## src/rtl/game_state_ctrl.sv

```systemverilog
// game_state_ctrl
// Central game-flow controller for the typing game. Tracks score, lives,
// boss hit-points and the boss countdown from hit/miss events and the frame
// tick, and drives the show flags consumed by the display-line selector.
//
// Ports:
//   clk         system clock
//   clrn        asynchronous active-low reset
//   key_enter   Enter key level, synchronous to clk (edge-detected inside)
//   hit         1-cycle pulse, word typed correctly
//   miss        1-cycle pulse, word reached the bottom / failed
//   frame_tick  1-cycle pulse per displayed frame
//   start_show  1 = game screens active, 0 = start screen
//   boss_show   boss fight in progress
//   win_show    win screen
//   lose_show   lose screen
//   score       current score (saturates at 255)
//   lives       remaining lives
//   boss_hp     remaining boss hit-points
//   boss_time   frame ticks remaining in the boss fight
//
// state | meaning
// ------+----------------------------------------------
// IDLE  | start screen, waiting for Enter
// PLAY  | normal play until score reaches BOSS_SCORE
// BOSS  | boss fight, countdown running on frame_tick
// WIN   | win screen, held for HOLD_FRAMES before restart
// LOSE  | lose screen, held for HOLD_FRAMES before restart
module game_state_ctrl #(
  parameter int LIVES       = 3,
  parameter int BOSS_SCORE  = 20,
  parameter int BOSS_HP     = 10,
  parameter int BOSS_FRAMES = 1800,
  parameter int HOLD_FRAMES = 60
) (
  input  logic        clk,
  input  logic        clrn,
  input  logic        key_enter,
  input  logic        hit,
  input  logic        miss,
  input  logic        frame_tick,
  output logic        start_show,
  output logic        boss_show,
  output logic        win_show,
  output logic        lose_show,
  output logic [7:0]  score,
  output logic [3:0]  lives,
  output logic [5:0]  boss_hp,
  output logic [11:0] boss_time
);

  localparam logic [3:0]  LIVES_V  = 4'(LIVES);
  localparam logic [7:0]  BSCORE_V = 8'(BOSS_SCORE);
  localparam logic [5:0]  BHP_V    = 6'(BOSS_HP);
  localparam logic [11:0] BTIME_V  = 12'(BOSS_FRAMES);
  localparam logic [11:0] HOLD_V   = 12'(HOLD_FRAMES);

  typedef enum logic [2:0] {
    IDLE = 3'd0,
    PLAY = 3'd1,
    BOSS = 3'd2,
    WIN  = 3'd3,
    LOSE = 3'd4
  } state_t;

  state_t      state, state_n;
  logic [7:0]  score_n, score_sat;
  logic [3:0]  lives_n;
  logic [5:0]  boss_hp_n;
  logic [11:0] boss_time_n;
  logic [11:0] hold, hold_n;
  logic        key_enter_q;
  logic        enter_p;
  logic        lose_cond;
  logic        win_cond;

  assign enter_p   = key_enter & ~key_enter_q;
  assign score_sat = (score == 8'hFF) ? score : score + 8'd1;

  always_comb begin
    state_n     = state;
    score_n     = score;
    lives_n     = lives;
    boss_hp_n   = boss_hp;
    boss_time_n = boss_time;
    hold_n      = hold;
    lose_cond   = 1'b0;
    win_cond    = 1'b0;
    case (state)
      IDLE: begin
        if (enter_p) begin
          state_n     = PLAY;
          score_n     = 8'd0;
          lives_n     = LIVES_V;
          boss_hp_n   = BHP_V;
          boss_time_n = BTIME_V;
        end
      end
      PLAY: begin
        if (hit) score_n = score_sat;
        if (miss && lives != 4'd0) lives_n = lives - 4'd1;
        lose_cond = miss && (lives_n == 4'd0);
        win_cond  = hit && (score_n == BSCORE_V);
        if (lose_cond) begin
          state_n = LOSE;
          hold_n  = 12'd0;
        end else if (win_cond) begin
          state_n = BOSS;
        end
      end
      BOSS: begin
        if (hit) begin
          score_n = score_sat;
          if (boss_hp != 6'd0) boss_hp_n = boss_hp - 6'd1;
        end
        if (miss && lives != 4'd0) lives_n = lives - 4'd1;
        if (frame_tick && boss_time != 12'd0) boss_time_n = boss_time - 12'd1;
        // losing takes priority when both outcomes land on the same edge
        lose_cond = (miss && lives_n == 4'd0) || (frame_tick && boss_time_n == 12'd0);
        win_cond  = hit && (boss_hp_n == 6'd0);
        if (lose_cond) begin
          state_n = LOSE;
          hold_n  = 12'd0;
        end else if (win_cond) begin
          state_n = WIN;
          hold_n  = 12'd0;
        end
      end
      WIN, LOSE: begin
        // early Enter is dropped, not queued
        if (enter_p && hold == HOLD_V) begin
          state_n = IDLE;
        end else if (frame_tick && hold != HOLD_V) begin
          hold_n = hold + 12'd1;
        end
      end
      default: state_n = IDLE;
    endcase
  end

  always_ff @(posedge clk or negedge clrn) begin
    if (!clrn) begin
      state       <= IDLE;
      score       <= 8'd0;
      lives       <= LIVES_V;
      boss_hp     <= BHP_V;
      boss_time   <= BTIME_V;
      hold        <= 12'd0;
      key_enter_q <= 1'b0;
    end else begin
      state       <= state_n;
      score       <= score_n;
      lives       <= lives_n;
      boss_hp     <= boss_hp_n;
      boss_time   <= boss_time_n;
      hold        <= hold_n;
      key_enter_q <= key_enter;
    end
  end

  assign start_show = (state != IDLE);
  assign boss_show  = (state == BOSS);
  assign win_show   = (state == WIN);
  assign lose_show  = (state == LOSE);

endmodule

```

## config.mk

```make
export PLATFORM = sky130hd
export DESIGN_NAME = game_state_ctrl
export DESIGN_NICKNAME = d
export VERILOG_FILES = /design/src/rtl/game_state_ctrl.sv
export SDC_FILE = /design/constraint.sdc
export NUM_CORES = 1
export LEC_CHECK = 0
export ABC_AREA = 0
export CAP_MARGIN = 20
export CORE_ASPECT_RATIO = 0.5
export CORE_UTILIZATION = 45
export DETAILED_ROUTE_END_ITERATION = 8
export PLACE_DENSITY = 0.73
export SKIP_CTS_REPAIR_TIMING = 1
export SYNTH_ARGS = -nofsm -noshare
export SYNTH_HDL_FRONTEND = slang
export SYNTH_SLANG_ARGS = --single-unit
```

## constraint.sdc

```tcl
create_clock -name clk -period 3.5 [get_ports clk]
set_input_delay 0.7 -clock clk [delete_from_list [all_inputs] [get_ports clk]]
set_output_delay 0.7 -clock clk [all_outputs]
set_load 0.05 [all_outputs]
```

Word level (Yosys, flattened, before mapping) --
Cells that the tools add are included.
Storage, ports and cells: input port bits 6, output and inout port bits 34, word-level logic and storage cells 88, register bits after elaboration 46
Cells by class: add/subtract/negate cells 5, bitwise gates (word level) 2, equality and inequality tests 15, reductions and logical operators 27, multiplexer cells 32
Operators by type and width (count):
- $mux W12 | 8
- $pmux W12 S3 | 1
- $mux W8 | 4
- $mux W6 | 4
- $pmux W12 S2 | 1
- $pmux W8 S3 | 1
- $mux W3 | 6
- $mux W4 | 4
- $add A12 B1 Y12 const B | 1
- $eq A12 B6 Y1 const B | 1
- $logic_not A12 Y1 | 1
- $ne A12 B6 Y1 const B | 1
- $pmux W3 S4 | 1
- $pmux W4 S3 | 1
- $pmux W6 S2 | 1
- $reduce_bool A12 Y1 | 1
- $sub A12 B1 Y12 const B | 1
- $ne A2 B2 Y1 const B | 5
- $logic_and A1 B1 Y1 | 9
- $reduce_bool A3 Y1 | 3
- $add A8 B1 Y8 const B | 1
- $eq A8 B5 Y1 const B | 1
- $eq A8 B8 Y1 const B | 1
- $logic_not A4 Y1 | 2
- other kinds (19) | 21

Depth between registers and ports, before layout --
word-level depth 9, depth in mapped cells 10, gate-level depth less buffers 9

Worst setup path after synthesis --
Ideal clock, no wire load.
path kind reg2reg, start register lives[0], end register hold[4], arrival 2942 ps, cell stages (with the launch flop) 10, slack 426 ps, path buffers 1, data required time 3367 ps, clock period less this slack 3074 ps, cells stage by stage dfstp_2 inv_1 ha_1 nand3b_1 a21o_1 a2111oi_0 nor2_1 a31oi_2 buf_6 a31oi_1
Between the ends: word-level cells in the longest chain between the ends 9, elaborated cells between the ends (all ways) 16
Ends and longest elaborated chain:
- start: declaration | line 47 | output logic [3:0] lives,
- start signal: assignment | line 153 | lives <= lives_n;
- parallel branches: the longest is 2 deep, another holds $sub A4 B1 Y4
- $mux W4 (*) | line 101, 116
- $mux W4 | line 89 | case (state)
- $logic_not A4 Y1 | line 119 | lose_cond = (miss && lives_n == 4'd0) || (frame_tick && boss_time_n == 12'd0);
- $logic_and A1 B1 Y1 | line 119
- $logic_or A1 B1 Y1 | line 119
- $ne A3 B1 Y1 (no source line) or $mux W12 (tied branches)
- $reduce_and A5 Y1 (no source line) or $pmux W12 S3 (tied branches)
- end signal: assignment | line 156 | hold <= hold_n;
- end: declaration | line 71 | logic [11:0] hold, hold_n;
Mark *: on every way between the ends. The select of a mux whose other input is x is not followed. A chain may end at the register's enable or synchronous reset.

Worst setup path after layout --
start input port frame_tick, end register hold[1]
Between the ends: word-level cells in the longest chain between the ends 8, elaborated cells between the ends (all ways) 12
Ends and longest elaborated chain:
- start: declaration | line 41 | input logic frame_tick,
- $logic_and A1 B1 Y1 | line 117 | if (frame_tick && boss_time != 12'd0) boss_time_n = boss_time - 12'd1;
- $mux W12 | line 117
- $mux W12 | line 89
- $logic_not A12 Y1 | line 119
- $logic_and A1 B1 Y1 | line 119
- $logic_or A1 B1 Y1 | line 119
- $ne A3 B1 Y1 (no source line) or $mux W12 (tied branches)
- $reduce_and A5 Y1 (no source line) or $pmux W12 S3 (tied branches)
Several ways; a longest one is shown, not always the timed one. The select of a mux whose other input is x is not followed.

==> run summary <==
run status: finished clean
Synth Register Bits: 46
unrepaired setup endpoints after global routing: false
Core Footprint: 6281 sq um
Post-Synth Adder-Cell Area: 2.894%
fillers: 553
first-pass GRT wire length: 12880 um
Area Growth Syn to Fin: 22.61%
static leakage: 1.531 nW
final hold violations: 0
fin crit share: 93.35%
drt total wl: 7898 um
HP Class: input port to async pin
layout cell share with drive strength beyond 1: 8.393%
Top Ports: 40
diodes inserted: 0
count leader, synth: nor2_1
Netlist cell types: 58
die height: 59.99 um
total number of clock tree sinks: 46
XOR/XNOR share of the synthesized area: 1.158%
die area: 7078 sq um
max_cap viols: 0
Slew headroom: 51.52%
CTS root buf: clkbuf_16
mux share of post-synthesis cell area: 0.9921%
CP required: 3.72 ns
Port Buf Inserts: 39
CTS Buf Count: 5
Setup Crit Path Kind: input port to flip-flop
Gate Count Post-Synth: 372
Final ANT Viol Nets: 0
initial core utilization: 48.19%
top-area cell type share of the netlist area: 31.42%
multi-input gate area in the final layout: 1737 sq um
setup ws final: 0.2326 ns
Nets: 429
clk buf depth: 2
main combinational cell family by area after synthesis: simple AND/OR/NAND/NOR gates
CTS tree: yes
Synth Warn #: 0
Final Max Tran Viols: 0
gr usage total: 23.18%
largest net degree at the start of global routing: 47
area leader, netlist: dfrtp_1
worst vdd ir: 0.0003912 V
Async S/R FF share, synth: 100.0%
HPWL Detailed: 5386 um
Design Power: 3.082 mW
GP Congestion: 0.9190
FF/Latch Area: 1161 sq um
Main synth FF type: dfrtp_1
power per cell area: 830.5 nW/um^2
CP endpoint kind: flip-flop
initial antenna violation count: 0
r2r worst-path depth: 10
# DRC: 0
Final Critical Period: 3.267 ns
Reg clk slew, reported paths: 0.07 ns
EDFF count, synth: 0
Syn Area/Cell: 8.136 sq um
initial drt markers: 333
Least-Margin Pin Slew: 0.7246 ns
register area share after synthesis: 38.36%
pre-CTS setup slack: -0.02648 ns
Max FO, Critical Path: 12
chip width: 118.0 um
clk_lat worst skew: 0.30 ns
Post-Synth Simple-Gate Area: 28.98%
fmax: 306.1 MHz
vias in the first global route: 2697
CTS H-tree depth: 2
vias per inst: 5.962
Rows: 20
top cells by area, synth: dfrtp_1 (31%), dfstp_2 (6.9%), nor2_1 (5.8%)
clock skew: 0.008457 ns
count of final setup violators: 0
routed via count: 3011
Synth top cells by count: nor2_1 (47), nand2_1 (40), dfrtp_1 (38), o21ai_0 (30), a21oi_1 (29)
Startpoint Class: input port
post-synthesis net count: 385
Critical Path AT: 3.49 ns
Avg WL per Cell: 15.64 um
TritonRoute pass-1 iters: 5
GR Overflow Total: 0
mapped cell area: 3027 sq um
complex-gate fraction of the synthesized area: 23.36%
## cells in the final DEF (no fill, tap or decap), types with 4 or more instances in the layout
cell             instances
o31ai_1                  6
nor2_1                  47
inv_1                   16
nand2b_1                 7
nor4b_1                  4
nand3_1                 16
clkbuf_16                5
a21oi_1                 29
ha_1                     7
or4_1                    4
o21ai_0                 30
a21o_1                   5
buf_4                   10
dfrtp_1                 38
nand2_1                 40
and3_1                   6
clkdlybuf4s50_1         38
or3_1                    8
nand4_1                  8
nand3b_1                 4
nor3_1                   5
a31oi_1                 16
dfstp_2                  8
## path summary, 6_finish.rpt
| check | from | endpoint | slack (ns) |
|---|---|---|---|
| worst max-delay path | frame_tick | hold[1] | 0.23 |
| min in group clk | hold[11] | hold[11] | 0.49 |
| worst min-delay path | clrn | score[1] | 0.29 |
| max in group asynchronous | clrn | boss_time[3] | 2.67 |
| worst max register to register | boss_time[0] | hold[1] | 0.47 |
| worst min register to register | hold[11] | hold[11] | 0.49 |
## worst max-delay path, cell delays in order
cell and delay (ns):
clkdlybuf4s50_1 0.52, or4b_1 0.49, or3_1 0.37, a211oi_1 0.28, nand4_1 0.15, or4_1 0.44, a31oi_2 0.21, buf_12 0.17
mux2i_1 0.17
## where the power goes
group / internal, mW / switching (mW) / leakage (nW)
combinational: 0.635 / 1.11 / 0.862
clock: 0.263 / 0.211 / 0.0706
sequential: 0.671 / 0.193 / 0.598
## metrics by stage
step           hold slack [ns]  cell area, sq um  std cells  TNS [ns]  utilization (%)
4_1_cts                 0.4866              3691        504         0            58.76
2_1_floorplan           0.4044              3027        372         0                -
6_report                0.2853              3711        505         0            59.08
3_5_place_dp            0.4789              3552        496  -0.02648            56.55
3_3_place_gp            0.4669              3552        496         0            56.55
5_1_grt                 0.2976              3711        505         0            59.08
## cell families (layout without fill, tap and decap cells)
family                   Yosys count  count (layout)
AND/OR/NAND/NOR                  168             168
XOR/XNOR                           4               4
AO/OA/AOI/OAI                    113             113
buffers and inverters             31              76
flip-flops                        46              46
adder cells (fa/ha/maj)            7               7
multiplexers                       3               3
## sequential cells by signal (all words and copies together), names as in the netlist
name,flops
hold,12
key_enter_q,1
boss_hp,6
boss_time,12
lives,4
score,8
state,3
## routing by layer
metal	share of wire (%)	up-vias	GRT usage, %
li1	-	1467	-
met1	49	1443	31.68
met2	44	92	37.48
met3	5.1	9	4.294
met4	1.5	0	8.242
met5	0	-	0
## area by class of cell
class	count	share of cell area, %
Clock buffer	6	3.473
Clock inverter	2	0.2697
Multi-Input combinational cell	295	46.80
Timing Repair Buffer	51	13.49
Inverter	17	1.719
Tap cell	88	2.967
Sequential cell	46	31.29
No activity file was read; power rests on OpenSTA's default activity.
